### config.mk
export PLATFORM = sky130hd
export DESIGN_NAME = nes_poll_reader
export DESIGN_NICKNAME = d
export VERILOG_FILES = /design/src/rtl/nes_poll_reader_pkg.sv /design/src/rtl/nes_poll_reader_sync_2ff.sv /design/src/rtl/nes_poll_reader.sv
export SDC_FILE = /design/constraint.sdc
export NUM_CORES = 1
export LEC_CHECK = 0
export CELL_PAD_IN_SITES_DETAIL_PLACEMENT = 1
export CELL_PAD_IN_SITES_GLOBAL_PLACEMENT = 1
export CORE_MARGIN = 2
export CORE_UTILIZATION = 37
export DETAILED_ROUTE_END_ITERATION = 6
export GPL_TIMING_DRIVEN = 1
export PLACE_DENSITY_LB_ADDON = 0.1
export REMOVE_ABC_BUFFERS = 1
export SKIP_CTS_REPAIR_TIMING = 1
export SLEW_MARGIN = 40
export SYNTH_ARGS = -nofsm -noshare
export SYNTH_HDL_FRONTEND = slang
export SYNTH_SLANG_ARGS = --single-unit
export TNS_END_PERCENT = 10
### constraint.sdc
create_clock -name clk -period 2 [get_ports clk]
set_clock_uncertainty 0.1 [all_clocks]
set_input_delay 0.4 -clock clk [delete_from_list [all_inputs] [get_ports clk]]
set_output_delay 0.4 -clock clk [all_outputs]
set_load 0.02 [all_outputs]
### src/rtl/nes_poll_reader_pkg.sv
// Shared definitions for the NES controller poll reader: FSM encoding,
// button bit positions and the default shift-clock half-period.
package nes_poll_reader_pkg;

  localparam int HALF_PERIOD_DEFAULT = 150;

  typedef enum logic [2:0] {
    ST_IDLE     = 3'd0,
    ST_LATCH    = 3'd1,
    ST_BIT_LOW  = 3'd2,
    ST_BIT_HIGH = 3'd3,
    ST_DONE     = 3'd4
  } state_t;

  // Position of each button in the buttons/pressed vectors.
  typedef enum logic [2:0] {
    BTN_RIGHT  = 3'd0,
    BTN_LEFT   = 3'd1,
    BTN_DOWN   = 3'd2,
    BTN_UP     = 3'd3,
    BTN_START  = 3'd4,
    BTN_SELECT = 3'd5,
    BTN_B      = 3'd6,
    BTN_A      = 3'd7
  } button_t;

  // The ninth shifted bit tells a real controller from a floating line.
  localparam logic [3:0] BIT_PRESENCE = 4'd8;

  // Shift order is A first, so sample k lands in button slot A-k.
  function automatic logic [2:0] button_slot(input logic [2:0] k_lo);
    return 3'(BTN_A) - k_lo;
  endfunction

endpackage

### src/rtl/nes_poll_reader_sync_2ff.sv
// Two-flop synchronizer for the asynchronous controller data line.
module sync_2ff #(
  parameter logic RESET_VAL = 1'b1
) (
  input  logic clk,
  input  logic rst_n,
  input  logic d,
  output logic q
);

  logic meta;

  always_ff @(posedge clk) begin
    if (!rst_n) begin
      meta <= RESET_VAL;
      q    <= RESET_VAL;
    end else begin
      meta <= d;
      q    <= meta;
    end
  end

endmodule

### src/rtl/nes_poll_reader.sv
// NES controller reader: on poll, latches the pad, shifts 9 bits, and
// publishes button states, rising-edge flags and controller presence.
//
// state    | meaning
// IDLE     | waiting for poll, lines low
// LATCH    | latch strobe high for two half-periods
// BIT_LOW  | shift clock low; sample data on last cycle
// BIT_HIGH | shift clock high; controller advances to next bit
// DONE     | one-cycle result publish (valid)
module nes_poll_reader
  import nes_poll_reader_pkg::*;
#(
  parameter int HALF_PERIOD = HALF_PERIOD_DEFAULT
) (
  input  logic       clk,
  input  logic       rst_n,
  input  logic       poll,
  input  logic       nes_data,
  output logic       nes_latch,
  output logic       nes_clk,
  output logic [7:0] buttons,
  output logic [7:0] pressed,
  output logic       present,
  output logic       valid,
  output logic       busy
);

  localparam int CNT_W = $clog2(2 * HALF_PERIOD);
  localparam logic [CNT_W-1:0] LOAD_LATCH = CNT_W'(2 * HALF_PERIOD - 1);
  localparam logic [CNT_W-1:0] LOAD_HALF  = CNT_W'(HALF_PERIOD - 1);

  state_t           state, state_nxt;
  logic [CNT_W-1:0] cnt, cnt_nxt;
  logic [3:0]       k, k_nxt;
  logic             tc;
  logic             sample_bit;
  logic             sample_presence;
  logic             data_sync;
  logic [7:0]       shift_btn;
  logic [7:0]       new_buttons;

  sync_2ff #(
    .RESET_VAL(1'b1)
  ) u_sync (
    .clk  (clk),
    .rst_n(rst_n),
    .d    (nes_data),
    .q    (data_sync)
  );

  assign tc = (cnt == '0);

  always_comb begin
    state_nxt       = state;
    cnt_nxt         = cnt;
    k_nxt           = k;
    sample_bit      = 1'b0;
    sample_presence = 1'b0;
    nes_latch       = 1'b0;
    nes_clk         = 1'b0;
    busy            = 1'b1;
    valid           = 1'b0;

    unique case (state)
      ST_IDLE: begin
        busy = 1'b0;
        if (poll) begin
          state_nxt = ST_LATCH;
          cnt_nxt   = LOAD_LATCH;
        end
      end

      ST_LATCH: begin
        nes_latch = 1'b1;
        if (tc) begin
          state_nxt = ST_BIT_LOW;
          cnt_nxt   = LOAD_HALF;
          k_nxt     = '0;
        end else begin
          cnt_nxt = cnt - CNT_W'(1);
        end
      end

      ST_BIT_LOW: begin
        if (tc) begin
          if (k == BIT_PRESENCE) begin
            sample_presence = 1'b1;
            state_nxt       = ST_DONE;
            cnt_nxt         = '0;
          end else begin
            sample_bit = 1'b1;
            state_nxt  = ST_BIT_HIGH;
            cnt_nxt    = LOAD_HALF;
          end
        end else begin
          cnt_nxt = cnt - CNT_W'(1);
        end
      end

      ST_BIT_HIGH: begin
        nes_clk = 1'b1;
        if (tc) begin
          state_nxt = ST_BIT_LOW;
          cnt_nxt   = LOAD_HALF;
          k_nxt     = k + 4'd1;
        end else begin
          cnt_nxt = cnt - CNT_W'(1);
        end
      end

      ST_DONE: begin
        valid     = 1'b1;
        state_nxt = ST_IDLE;
        cnt_nxt   = '0;
      end

      default: begin
        state_nxt = ST_IDLE;
        cnt_nxt   = '0;
      end
    endcase
  end

  always_ff @(posedge clk) begin
    if (!rst_n) begin
      state <= ST_IDLE;
      cnt   <= '0;
      k     <= '0;
    end else begin
      state <= state_nxt;
      cnt   <= cnt_nxt;
      k     <= k_nxt;
    end
  end

  // A floating line reads 1 on the presence bit; report no buttons then.
  assign new_buttons = data_sync ? 8'h00 : shift_btn;

  always_ff @(posedge clk) begin
    if (!rst_n) begin
      shift_btn <= '0;
      buttons   <= '0;
      pressed   <= '0;
      present   <= 1'b0;
    end else begin
      pressed <= '0;
      if (sample_bit) begin
        shift_btn[button_slot(k[2:0])] <= ~data_sync;
      end
      if (sample_presence) begin
        present <= ~data_sync;
        buttons <= new_buttons;
        pressed <= new_buttons & ~buttons;
      end
    end
  end

endmodule

==> results.yml <==
outcome:
  failed_checks: "setup timing"
  outcome: "finished, violations left"
critical_path:
  cp-end-kind: "flip-flop"
  cp_slowest_stage_delay_ps: 420
  critical_path_class: "reg2reg"
  setup.worst_path.start_class: "flip-flop"
  crit_path_dat_ps: 2200
  path_max_fanout: 2
  path_cells: "inv_1, ha_1, or3b_4, or3_1, or4_1, a31oi_1"
  worst-endpoint-required_ps: 2140
  crit_path_top_delay_cell: "or4_1"
global_route:
  grt_max_degree: 18
  grt_first_pass_wirelength_um: 9870
  grt_remaining_overflow: 0
  grt.total_usage: 0.207
  first_global_vias: 1885
  antenna_found_initial: 0
routing:
  routed_wire_length_per_instance_um: 17.2
  drt_iter0_markers: 93
  post-route-drc-count: 0
  detailedRoute.firstPassIterationCount: 4
  wl_met1_um: 3050
  finalWirelength_um: 6060
  routed.top_layer: "met4"
  routed_via_density: 5.43
  vias: 1918
  met2_wirelength_um: 2740
  number_of_nets_still_failing_antenna_checks_after_routing: 0
  wl_met3_um: 184
layout:
  post_layout_nets: 288
  synthToLayoutAreaGrowth_pct: 35.0
  end_of_flow_core_utilization: 0.509
  layout.cell_area.non_filler_mm2: 0.00275
  multiInputGateArea_mm2: 0.00113
  drive_above_1_share: 0.217
  final-seq-area_um2: 863
  num_antenna_cells: 0
  fillers: 638
  stdcell_count: 353
sta:
  totalNegativeSetupSlack_ps: -62.9
  postLayoutSetupSlackWorst_ps: -62.9
  setup-violations-final: 1
  timing_hold_violations_final: 0
  finalCriticalPeriod_ps: 2060
  rsz0062_at_grt: "yes"
  post-route-period-util: 1.03
  fmax_mhz: 485
  timing_max_transition_violations_final: 0
  worst_pin_slew_ps: 477
  worst_hold_slack_ps: 338
  maxSlewHeadroom: 0.680
synthesis:
  synth_flop_cell: "dfxtp_1"
  post-synth-top-area-cell: "dfxtp_1"
  synth.yosys.warnings: 0
  ys_seq_area_frac: 0.422
  synth_edf_count: 0
  synth_seq_cells: 43
  syn_inst: 229
  syn-mean-instance-area_um2: 8.91
  synth_cell_types: 51
  post_synth_main_area_contributors: "dfxtp_1, nor3b_1, a21oi_1"
  postSynth.asyncResetShare: 0
  netlist_top_cells_count: "dfxtp_1, nand2_1, a21oi_1"
  synth_top_area_frac: 0.422
  cell_area_after_synthesis_mm2: 0.00204
  synthMostInstantiatedCell: "dfxtp_1"
floorplan:
  floorplan.initialDensity: 0.377
  floorplan.io_pins: 25
  die_w_um: 78.2
  core_area_mm2: 0.00541
  rows: 27
  die_height_um: 78.2
  fp.dieArea_mm2: 0.00612
placement:
  place_worst_setup_slack_ps: -35.2
  post-dp-hpwl_um: 4440
  placed_cell_area_mm2: 0.00258
  place.detailed.instances: 345
  finalWeightedCongestion: 0.848
  portBuffers: 24
power:
  worst_voltage_drop_across_the_vdd_grid_v: 0.000407
  static-leakage-power_nw: 1.04
  cellPowerDensity_mw_per_mm2: 785
  post-layout-total-power_mw: 2.16
clocking:
  cts-htree-levels: 2
  clk-insertion-delay-late_ps: 310
  cts_bufs_inserted: 5
  clk_pin_slew_ps: 90
  clock_sinks: 43
  clk_root_buffer_cell: "clkbuf_8"
  cts_tree: "done"
  deepest_clock_path_buffer_count: 2
min_path:
  hp-class: "reg2reg"
flow_run:
  max-cap-violations: 0
-- sequential cells by signal, summed over array words and instances, names as in the netlist --
register / flops
buttons: 8
pressed: 8
u_sync.meta: 1
u_sync.q: 1
shift_btn: 8
cnt: 9
present: 1
k: 4
state: 3
-- cells in the final DEF (no fill, tap or decap), types with 9 or more instances in the layout --
cell,instances
a21oi_1,12
buf_4,33
clkdlybuf4s50_1,20
dfxtp_1,41
nand2_1,19
nand3b_1,9
nor2_1,15
nor3b_1,11
-- power breakdown --
part / total (mW) / switching (mW) / internal, mW
clock network: 0.695 / 0.323 / 0.372
logic: 0.518 / 0.275 / 0.243
registers: 0.950 / 0.0593 / 0.890
-- worst max-delay path: cells and delay by family, from the launching register on --
family / cells / cell delay [ps]
simple gates: 3 / 1150
flops: 1 / 320
fa+ha+maj: 1 / 210
compound gates: 1 / 150
buf+inv: 1 / 80
-- final timing paths --
check                              start             endpoint  slack, ps  cells after the start
hold reg to reg   u_sync.meta$_SDFF_PN1_  u_sync.q$_SDFF_PN1_        340                      1
hold / removal    u_sync.meta$_SDFF_PN1_  u_sync.q$_SDFF_PN1_        340                      1
setup / recovery     cnt[0]$_SDFFE_PN0P_  cnt[6]$_SDFFE_PN0P_        -60                      6
setup reg to reg     cnt[0]$_SDFFE_PN0P_  cnt[6]$_SDFFE_PN0P_        -60                      6
-- layout make-up --
cell class	count	share of cell area
clock buffer	5	0.0250
clock inverter	3	0.0159
inverter	8	0.0109
multi-input combinational	163	0.410
sequential	43	0.313
tap	72	0.0327
timing repair buffer	59	0.192
-- cell families after synthesis --
group | count (synthesis) | share of synthesized area
flip-flops | 43 | 0.422
buffers and inverters | 23 | 0.0460
AO/OA/AOI/OAI | 52 | 0.172
adder cells (fa/ha/maj) | 4 | 0.0245
AND/OR/NAND/NOR | 106 | 0.330
multiplexers | 1 | 0.00491
-- routing by layer --
layer	GRT usage	up-vias
met1	0.300	927
met4	0.0632	0
met2	0.314	34
met3	0.0356	6
met5	0	-
li1	-	951
Power figures use the tool's default switching activity.
